[src/rtl/atm_txn_engine.sv]
// ATM transaction engine: owns the per-card account table and runs the card-session FSM
// (card check, PIN entry with lockout, handshaked op menu, inactivity timeout).
module atm_txn_engine #(
  parameter int NUM_CARDS     = 16,
  parameter int BAL_W         = 16,
  parameter int PIN_W         = 16,
  parameter int MAX_PIN_TRIES = 3,
  parameter int TIMEOUT_CYC   = 1023,
  localparam int ID_W         = $clog2(NUM_CARDS)
) (
  input  logic             clk,
  input  logic             rst_n,
  input  logic             card_inserted,
  input  logic [ID_W-1:0]  card_id,
  input  logic             pin_valid,
  input  logic [PIN_W-1:0] pin_in,
  input  logic             op_valid,
  input  logic [1:0]       op_code,
  input  logic [BAL_W-1:0] amount,
  input  logic [PIN_W-1:0] new_pin,
  input  logic             day_rollover,
  input  logic             cfg_we,
  input  logic [ID_W-1:0]  cfg_card,
  input  logic [PIN_W-1:0] cfg_pin,
  input  logic [BAL_W-1:0] cfg_balance,
  input  logic [BAL_W-1:0] cfg_limit,
  input  logic             cfg_active,
  output logic [3:0]       state_o,
  output logic             resp_valid,
  output logic             resp_ok,
  output logic [3:0]       error_code,
  output logic [BAL_W-1:0] balance_out
);

  localparam int TRY_W = $clog2(MAX_PIN_TRIES + 1);
  localparam int TMO_W = $clog2(TIMEOUT_CYC + 1);
  localparam logic [TRY_W-1:0] TRY_LAST = TRY_W'(MAX_PIN_TRIES - 1);
  localparam logic [TMO_W-1:0] TMO_LAST = TMO_W'(TIMEOUT_CYC - 1);

  localparam logic [1:0] OP_BAL = 2'd0, OP_WDR = 2'd1, OP_DEP = 2'd2, OP_PINCHG = 2'd3;

  localparam logic [3:0] ERR_NONE = 4'd0, ERR_INVALID = 4'd1, ERR_BAD_PIN = 4'd2,
                         ERR_LOCKED = 4'd3, ERR_INSUF = 4'd4, ERR_LIMIT = 4'd5,
                         ERR_OVERFLOW = 4'd6, ERR_TIMEOUT = 4'd7;

  typedef enum logic [3:0] {
    S_IDLE      = 4'd0,
    S_VALIDATE  = 4'd1,
    S_PIN_WAIT  = 4'd2,
    S_PIN_CHECK = 4'd3,
    S_MENU      = 4'd4,
    S_EXEC      = 4'd5,
    S_DONE      = 4'd6,
    S_ERROR     = 4'd7
  } state_t;

  state_t             state;
  logic [ID_W-1:0]    card_q;
  logic [TRY_W-1:0]   tries;
  logic [TMO_W-1:0]   tmo;
  logic [PIN_W-1:0]   pin_q;
  logic [PIN_W-1:0]   npin_q;
  logic [1:0]         op_q;
  logic [BAL_W-1:0]   amt_q;

  logic [PIN_W-1:0]   pin_tab   [NUM_CARDS];
  logic [BAL_W-1:0]   bal_tab   [NUM_CARDS];
  logic [BAL_W-1:0]   lim_tab   [NUM_CARDS];
  logic [BAL_W-1:0]   spent_tab [NUM_CARDS];
  logic [NUM_CARDS-1:0] act_tab;

  logic [BAL_W-1:0]   cur_bal;
  logic [BAL_W-1:0]   spent_eff;
  logic [BAL_W:0]     wdr_need;
  logic [BAL_W:0]     dep_sum;
  logic               pin_match;
  logic               lock_now;
  logic               cfg_wr;
  logic               commit;
  logic               ex_ok;
  logic [3:0]         ex_err;
  logic [BAL_W-1:0]   ex_bal;
  logic               ex_wdr;
  logic               ex_dep;
  logic               ex_pin;

  assign state_o   = state;
  assign cur_bal   = bal_tab[card_q];
  // A rollover in the commit cycle clears first, so the check sees a zero spent-today.
  assign spent_eff = day_rollover ? '0 : spent_tab[card_q];
  assign wdr_need  = {1'b0, spent_eff} + {1'b0, amt_q};
  assign dep_sum   = {1'b0, cur_bal} + {1'b0, amt_q};
  assign pin_match = (pin_q == pin_tab[card_q]);
  assign lock_now  = (state == S_PIN_CHECK) && card_inserted && !pin_match && (tries == TRY_LAST);
  assign cfg_wr    = cfg_we && (state == S_IDLE);
  assign commit    = (state == S_EXEC);

  always_comb begin
    ex_ok  = 1'b1;
    ex_err = ERR_NONE;
    ex_bal = cur_bal;
    ex_wdr = 1'b0;
    ex_dep = 1'b0;
    ex_pin = 1'b0;
    case (op_q)
      OP_WDR: begin
        if (wdr_need > {1'b0, lim_tab[card_q]}) begin
          ex_ok  = 1'b0;
          ex_err = ERR_LIMIT;
        end else if (amt_q > cur_bal) begin
          ex_ok  = 1'b0;
          ex_err = ERR_INSUF;
        end else begin
          ex_bal = cur_bal - amt_q;
          ex_wdr = 1'b1;
        end
      end
      OP_DEP: begin
        if (dep_sum[BAL_W]) begin
          ex_ok  = 1'b0;
          ex_err = ERR_OVERFLOW;
        end else begin
          ex_bal = dep_sum[BAL_W-1:0];
          ex_dep = 1'b1;
        end
      end
      OP_PINCHG: ex_pin = 1'b1;
      default: ;
    endcase
  end

  // Table control fields: active bits and spent-today counters are cleared by reset.
  always_ff @(posedge clk or negedge rst_n) begin
    if (!rst_n) begin
      act_tab <= '0;
      for (int i = 0; i < NUM_CARDS; i++) spent_tab[i] <= '0;
    end else begin
      if (day_rollover)
        for (int i = 0; i < NUM_CARDS; i++) spent_tab[i] <= '0;
      if (commit && ex_wdr) spent_tab[card_q] <= wdr_need[BAL_W-1:0];
      if (cfg_wr) act_tab[cfg_card] <= cfg_active;
      if (lock_now) act_tab[card_q] <= 1'b0;
    end
  end

  always_ff @(posedge clk) begin
    if (cfg_wr) begin
      pin_tab[cfg_card] <= cfg_pin;
      bal_tab[cfg_card] <= cfg_balance;
      lim_tab[cfg_card] <= cfg_limit;
    end
    if (commit && (ex_wdr || ex_dep)) bal_tab[card_q] <= ex_bal;
    if (commit && ex_pin) pin_tab[card_q] <= npin_q;
  end

  always_ff @(posedge clk) begin
    if ((state == S_PIN_WAIT) && pin_valid) pin_q <= pin_in;
    if ((state == S_MENU) && op_valid) begin
      op_q   <= op_code;
      amt_q  <= amount;
      npin_q <= new_pin;
    end
  end

  always_ff @(posedge clk or negedge rst_n) begin
    if (!rst_n) begin
      state       <= S_IDLE;
      card_q      <= '0;
      tries       <= '0;
      tmo         <= '0;
      resp_valid  <= 1'b0;
      resp_ok     <= 1'b0;
      error_code  <= ERR_NONE;
      balance_out <= '0;
    end else begin
      resp_valid <= 1'b0;
      case (state)
        S_IDLE: if (card_inserted) begin
          card_q     <= card_id;
          error_code <= ERR_NONE;
          tries      <= '0;
          state      <= S_VALIDATE;
        end
        S_VALIDATE: begin
          if (!card_inserted) state <= S_IDLE;
          else if (!act_tab[card_q]) begin
            error_code <= ERR_INVALID;
            state      <= S_ERROR;
          end else begin
            tmo   <= '0;
            state <= S_PIN_WAIT;
          end
        end
        S_PIN_WAIT: begin
          if (!card_inserted) state <= S_IDLE;
          else if (pin_valid) begin
            tmo   <= '0;
            state <= S_PIN_CHECK;
          end else if (tmo == TMO_LAST) begin
            error_code <= ERR_TIMEOUT;
            state      <= S_ERROR;
          end else tmo <= tmo + 1'b1;
        end
        S_PIN_CHECK: begin
          if (!card_inserted) state <= S_IDLE;
          else if (pin_match) begin
            tries <= '0;
            tmo   <= '0;
            state <= S_MENU;
          end else if (tries == TRY_LAST) begin
            error_code <= ERR_LOCKED;
            state      <= S_ERROR;
          end else begin
            tries      <= tries + 1'b1;
            error_code <= ERR_BAD_PIN;
            tmo        <= '0;
            state      <= S_PIN_WAIT;
          end
        end
        S_MENU: begin
          if (!card_inserted) state <= S_IDLE;
          else if (op_valid) begin
            error_code <= ERR_NONE;
            tmo        <= '0;
            state      <= S_EXEC;
          end else if (tmo == TMO_LAST) begin
            error_code <= ERR_TIMEOUT;
            state      <= S_ERROR;
          end else tmo <= tmo + 1'b1;
        end
        // EXEC is atomic: it always commits and reports, even if the card is pulled.
        S_EXEC: begin
          resp_valid <= 1'b1;
          resp_ok    <= ex_ok;
          error_code <= ex_err;
          if (ex_ok) balance_out <= ex_bal;
          state <= S_DONE;
        end
        S_DONE: begin
          tmo   <= '0;
          state <= card_inserted ? S_MENU : S_IDLE;
        end
        S_ERROR: if (!card_inserted) state <= S_IDLE;
        default: state <= S_IDLE;
      endcase
    end
  end

endmodule

[config.mk]
export PLATFORM = sky130hd
export DESIGN_NAME = atm_txn_engine
export DESIGN_NICKNAME = d
export VERILOG_FILES = /design/src/rtl/atm_txn_engine.sv
export SDC_FILE = /design/constraint.sdc
export NUM_CORES = 2
export LEC_CHECK = 0
export ABC_AREA = 0
export BUFFER_PORTS_ARGS = -buffer_cell sky130_fd_sc_hd__buf_2
export CAP_MARGIN = 20
export CORE_MARGIN = 2
export CORE_UTILIZATION = 38
export CTS_CLUSTER_SIZE = 30
export DETAILED_ROUTE_END_ITERATION = 6
export REMOVE_ABC_BUFFERS = 1
export SYNTH_ARGS = -nofsm -noshare
export SYNTH_HDL_FRONTEND = slang
export SYNTH_SLANG_ARGS = --single-unit
[constraint.sdc]
create_clock -name clk -period 11.94 [get_ports clk]
set_input_delay 0.597 -clock clk [delete_from_list [all_inputs] [get_ports clk]]
set_output_delay 0.597 -clock clk [all_outputs]
set_load 0.05 [all_outputs]
Yosys cells after proc, flatten, opt, wreduce, memory -nomap -nowiden
Memory sizes are Yosys's and may differ from the RTL's.
Cells that the tools add are included.
{ "classes": {"addsub": 5, "order_cmp": 8, "eq_ne": 24, "muxes": 88, "bitwise_logic": 3, "reduce_logical": 26} }
{ "ops": {"columns": ["cell", "n"], "rows": [
  ["two-way mux 256 bit", 2],
  ["bitwise mux 256 bit", 1],
  ["two-way mux 16 bit", 11],
  ["two-way mux 10 bit", 10],
  ["two-way mux 4 bit", 19],
  ["binary-select mux 16 bit (select 4 bit)", 1],
  ["demux 16 bit (select 4 bit)", 1],
  ["one-hot mux 10 bit (5 select lines)", 1],
  ["adder 16 x 16 -> 17 bit", 2],
  ["one-hot mux 16 bit (2 select lines)", 1],
  ["one-hot mux 4 bit (8 select lines)", 1],
  ["OR reduction 16 bit", 2],
  ["two-way mux 3 bit", 9],
  ["one-hot mux 4 bit (6 select lines)", 1],
  ["!= test 2 bit, second input constant", 10],
  ["two-way mux 1 bit", 19],
  ["> comparator 17 x 16 -> 1 bit", 1],
  ["bitwise AND 16 bit", 1],
  ["bitwise mux 16 bit", 1],
  ["== test 16 bit", 1],
  ["== test 4 x 3 -> 1 bit, second input constant", 4],
  ["> comparator 16 bit", 1],
  ["NOT 16 bit", 1],
  ["subtractor 16 bit", 1],
  ["30 further kinds", 52]
]} }
{ "totals": {"reg_bits": 364, "mem_bits_rw": 768, "in_bits": 114, "out_inout_bits": 26, "n_memories": 3} }
{ "mem_list": {"columns": ["name", "words", "width", "rd", "rd_ports_with_merged_regs", "wr", "line_no", "source"], "rows": [
  ["bal_tab", 16, 16, 1, 0, 1, "67", "logic [BAL_W-1:0] bal_tab [NUM_CARDS];"],
  ["lim_tab", 16, 16, 1, 0, 1, "68", "logic [BAL_W-1:0] lim_tab [NUM_CARDS];"],
  ["pin_tab", 16, 16, 1, 0, 1, "66", "logic [PIN_W-1:0] pin_tab [NUM_CARDS];"]
]} }

Depth between registers and ports, before layout
{ "logic_depth": {"depth_word": 15, "depth_mapped": 33} }

Worst setup path before layout
No wires, ideal clock.
{ "synth_timing": {"path_type": "register -> register", "from": "reg card_q[0]", "to": "mem bal_tab[12][0], enable pin", "arrival_time_ps": 8028, "required_time_ps": 11545, "path_slack_ps": 3516, "path_stages_with_launch": 30, "cell_sequence": "dfrtp_1 > clkbuf_2 > buf_2 > buf_2 > buf_2 > clkbuf_1 > buf_2 > mux4_2 > mux4_2 > nor2b_1 > ha_1 > fa_1 > a211oi_1 > o21bai_1 > a211oi_2 > o21bai_1 > a21oi_1 > xor2_1 > inv_1 > ha_1 > nand2_1 > nor4_1 > nand3_1 > a31oi_2 > nand3_2 > buf_2 > a21oi_2 > clkbuf_1 > a21oi_1 > o22ai_1"} }
{ "synth_between": {"elab_chain_len": 15, "elab_cells_between_ends": 23, "classes_between": "add/sub: 2; order compare: 2; mux: 13; bitwise: 1; reduce/logical: 3; memory: 2"} }
{ "synth_rtl": {"columns": ["element", "line_no", "source"], "rows": [
  ["from (decl)", "58", "logic [ID_W-1:0] card_q;"],
  ["from (signal assigned)", "179", "card_q <= card_id;"],
  ["NOT 4 -> 5 bit (implied by the code)", "90", "assign spent_eff = day_rollover ? '0 : spent_tab[card_q];"],
  ["binary-select mux 16 bit (select 4 bit)", "90", null],
  ["two-way mux 16 bit (implied by the code) (2 in series)", "90", null],
  ["two-way mux 16 bit", "90", null],
  ["adder 16 x 16 -> 17 bit", "91", "assign wdr_need = {1'b0, spent_eff} + {1'b0, amt_q};"],
  ["> comparator 17 x 16 -> 1 bit", "107", "if (wdr_need > {1'b0, lim_tab[card_q]}) begin"],
  ["two-way mux 1 bit", "107", null],
  ["two-way mux 1 bit", "105", "case (op_q)"],
  ["logical OR 1 bit", "152", "if (commit && (ex_wdr || ex_dep)) bal_tab[card_q] <= ex_bal;"],
  ["logical AND 1 bit", "152", null],
  ["two-way mux 1 bit", "152", null],
  ["two-way mux 1 bit (implied by the code)", "152", null],
  ["OR reduction 16 bit (no source line)", null, null],
  ["two-way mux 4 bit (no source line) / two-way mux 1 bit (equally long branches)", null, null],
  ["to (decl)", "67", null]
]} }
Parallel ways exist; a longest one is shown, timed or not. The select of a mux whose other input is x is not followed.

Final worst setup path
{ "layout_timing": {"from": "reg card_q[1]", "to": "mem bal_tab[12][5], enable pin"} }
The elaborated chain is that of the path after synthesis.

==> results by group <==
Floorplan
  • Standard cell core area: 130000 um2
  • Number of top-level pins: 140
  • Vertical die dimension: 366 um
  • Area of the die: 134000 um2
  • Row count: 132
  • Initial core utilization: 38.4%
  • Horizontal die dimension: 366 um

Clocking
  • Clock slew at reported path FFs: 60 ps
  • Setup repair bufs after CTS: 0
  • TritonCTS clock tree: done
  • Insertion delay to the later sink of the worst-skew pair: 730 ps
  • # H-tree levels: 3
  • Clock buffers created by TritonCTS: 118
  • Number of buffers on the longest clock path: 3
  • # clock sinks: 1132
  • Cell at the root of the clock tree: sky130_fd_sc_hd__clkbuf_16

Timing
  • Worst slew margin relative to its limit: 25.5%
  • Worst hold slack after final layout: 59.5 ps
  • Final setup violation count: 0
  • Highest achievable clock rate: 0.109 GHz
  • Final number of hold-violating endpoints: 0
  • Pins Over Slew Limit: 0
  • Slack of the critical path: 2730 ps
  • Final worst path period need: 9210 ps
  • Clock skew: 33.3 ps
  • Ratio of final minimum period to clock period: 77.1%
  • Measured slew at the worst slew-check pin: 1120 ps
  • Setup repair after global routing missed its margin: false

Setup path
  • CP Cell Sequence: buf_4 -> mux4_2 -> mux4_2 -> nor2b_1 -> ha_1 -> a21oi_1 -> nand2b_1 -> nand2b_1 -> a21oi_1 -> o21bai_1 -> a21oi_1 -> xor2_1 -> inv_1 -> ha_1 -> nand4_1 -> nor4_1 -> nand3_1 -> a31oi_2 -> nand3_2 -> a21oi_4 -> nand2_1 -> o22ai_2
  • Capturing instance or port of the critical path: bal_tab[12][5]$_DFFE_PP_
  • Worst-path cell with the longest stage delay: sky130_fd_sc_hd__dfrtp_4
  • Capturing element type of the critical path: flop
  • Arrival time at the worst endpoint: 9530 ps
  • Register-to-Register Setup Slack: 2730 ps
  • Critical-path maximum fanout: 62
  • Number of buffers and inverters on the critical path: 2
  • Required arrival time at the worst endpoint: 12260 ps
  • Peak per-stage delay on the critical path: 1080 ps
  • Crit-path leading delay family: compound AO/OA/AOI/OAI gates
  • Critical Path Stages: 22
  • Startpoint of the worst register-to-register path: card_q[1]$_DFFE_PN0P_
  • Worst R2R Path Depth: 22
  • Worst setup path startpoint: card_q[1]$_DFFE_PN0P_
  • Type of the worst setup path: reg2reg
  • Type of element launching the critical path: flop
  • Cell with the most instances on the worst path: sky130_fd_sc_hd__a21oi_1
  • Endpoint of the worst register-to-register path: bal_tab[12][5]$_DFFE_PP_

Synthesis
  • Synthesized area: 49900 um2
  • Post-Synthesis Cells: 3159
  • Number of flops mapped to enable cells by yosys: 818
  • Top cell type by total area after synthesis: sky130_fd_sc_hd__edfxtp_1
  • Share of synthesized flip-flops with an asynchronous set or reset: 27.7%
  • Sequential cell area fraction in the yosys report: 65.0%
  • Most used DFF post-synth: sky130_fd_sc_hd__edfxtp_1
  • Largest cells by area after synthesis: sky130_fd_sc_hd__edfxtp_1 49%, sky130_fd_sc_hd__dfrtp_1 16%, sky130_fd_sc_hd__mux4_2 13%
  • Warnings from Yosys: 0
  • Top-area cell type share of the netlist area: 49.3%
  • Cell variety after synth: 79
  • Most instantiated cells after synthesis: 818 x sky130_fd_sc_hd__edfxtp_1, 314 x sky130_fd_sc_hd__dfrtp_1, 287 x sky130_fd_sc_hd__mux4_2, 263 x sky130_fd_sc_hd__o21ai_0, 240 x sky130_fd_sc_hd__nand3b_1
  • Mean area per synthesized cell: 15.8 um2
  • Most repeated cell in the gate-level netlist after synthesis: sky130_fd_sc_hd__edfxtp_1
  • Yosys reg bits: 1132

Pwr
  • Worst IR Drop VDD: 0.116 mV
  • Proportion of power drawn by the clock network: 39.1%
  • Internal power component: 6.98 mW
  • Power per standard cell area: 165 nW/um2
  • Static leakage: 20.6 nW
  • Comb power frac: 14.8%
  • Net Switching: 2.40 mW
  • Part of the power in registers: 46.2%
  • Net switching share of the total power: 25.6%

Global route
  • Largest net degree at the start of global routing: 157
  • Number of antenna violations at the first check in global routing: 16
  • Number of global-route vias before repair: 28900
  • Global-route congestion overflow total: 0
  • Global-route usage over all layers: 19.3%
  • Wire length of the first global-routing pass: 194 mm

Final layout
  • Total non-filler cell area in the finished layout: 56900 um2
  • Layout Area Growth over Synthesis: 14.1%
  • Number of standard cells in the final layout excluding fillers: 5147
  • Layout cells sized above 1: 22.7%
  • Diode insertion count for antenna repair: 0
  • Nets: 3493

Route
  • DRC Markers: 0
  • Count of vias placed by the detailed router: 28900
  • Count of TritonRoute iterations in the first routing pass: 6
  • Post-detailed-route count of antenna-violating nets: 0
  • Post-detailed-route via-to-cell ratio: 5.61
  • Iteration-0 DRC Markers: 2891
  • Wire per inst: 25.4 um
  • Routed wire length: 131 mm

Hold path
  • Hold Crit Class: in2reg

Place
  • # port buffers: 139
  • HPWL after DPL: 78.1 mm
  • Post-Place Setup Slack: 2250 ps
  • Placed Cells incl. Taps: 4889
  • Placed Area: 52600 um2
  • RD Place Congestion: 0.849

Run status
  • Status: completed

Job
  • Max Cap Viol: 0
## worst register-to-register path: cells and delay by family (launching register included)
| kind | cells | cell delay, ps |
|---|---|---|
| xor gates and xnor gates | 1 | 810 |
| adders and majority gates | 2 | 720 |
| buffers and inverters | 2 | 840 |
| muxes | 2 | 850 |
| AOI/OAI and AO/OA | 7 | 2750 |
| and+or+nand+nor | 8 | 1790 |
| DFF | 1 | 1080 |
## sequential cells by signal (all words and copies together), names as in the netlist, 10 cells and up
name / count
act_tab: 16
amt_q: 16
bal_tab: 256
balance_out: 16
lim_tab: 256
npin_q: 16
pin_q: 16
pin_tab: 256
spent_tab: 256
tmo: 10
## what timing repair did
item,CTS,global route
endpoints found under the setup margin,0,0
hold buffers,30,0
hold endpoints to repair,131,0
resized for setup,0,0
## routing by layer
metal	wire [um]	track usage (%)	vias up
met4	3160	5.05	22
met5	126	0	-
li1	-	-	12700
met3	8280	3.86	218
met1	57500	27.2	15000
met2	61600	30.7	944
## how the worst min path moves through the flow
stage,from,endpoint,slack [ps],depth (start not counted)
finish,new_pin[1],npin_q[1]$_DFFE_PP_,60,1
global route,new_pin[3],npin_q[3]$_DFFE_PP_,20,1
CTS,new_pin[1],npin_q[1]$_DFFE_PP_,2,1
detailed placement,tmo[7]$_DFFE_PN0P_,tmo[7]$_DFFE_PN0P_,470,1
global placement,tmo[7]$_DFFE_PN0P_,tmo[7]$_DFFE_PN0P_,470,1
floorplan,rst_n,act_tab[0]$_DFF_PN0_,300,0
## cell families (layout without fill, tap and decap cells)
kind of cell,Yosys count,in the layout,share of synthesized area (%)
compound gates,546,546,6.58
xor+xnor,53,53,0.931
fa+ha+maj,73,73,1.88
buf+inv,326,572,2.68
flops,1132,1132,65.0
mux,401,401,15.3
other cells,1,1,0.00752
simple gates,627,627,7.55
## cell type report
class | instances | area [um2]
Clock buffer | 150 | 3180
Clock inverter | 69 | 707
Fill cell | 11500 | 72900
Inverter | 98 | 368
Multi-Input combinational cell | 1701 | 16300
Sequential cell | 1132 | 32400
Tap cell | 1742 | 2180
Timing Repair Buffer | 255 | 1760
## power by group through the flow
stage               Combinational, mW  Clock [mW]  Sequential, mW
global placement                 1.37           0            4.41
finish                           1.39        3.67            4.33
floorplan                        1.03           0            4.51
CTS                              1.39        3.74            4.33
detailed placement               1.38           0            4.41
global route                     1.49        3.90            4.34
## layout by cell type, fill, tap and decap left out, drive strengths merged, types with 18 or more instances in the layout
master | netlist | routed
inv | 98 | 104
edfxtp | 818 | 818
nor2 | 91 | 91
a31oi | 21 | 21
nand2 | 101 | 101
xor2 | 28 | 28
nand2b | 22 | 22
a21oi | 85 | 85
nor3b | 19 | 19
mux2i | 78 | 78
clkinv | 0 | 47
nand3 | 18 | 18
nor2b | 35 | 35
nand3b | 240 | 240
o21ai | 279 | 279
dfrtp | 314 | 314
dlygate4sd3 | 0 | 30
buf | 83 | 225
mux4 | 287 | 287
mux2 | 36 | 36
clkbuf | 145 | 150
a21o | 26 | 26
ha | 70 | 70
xnor2 | 25 | 25
## through the flow
stage / setup TNS, ps / util (%) / total power, mW
final: 0 / 43.8 / 9.38
after global routing: 0 / 43.8 / 9.73
after CTS: 0 / 43.7 / 9.47
after detailed placement: 0 / 40.5 / 5.79
after global placement: 0 / 40.5 / 5.78
after floorplan: -2568600 / - / 5.53
No activity file was read; power rests on OpenSTA's default activity.
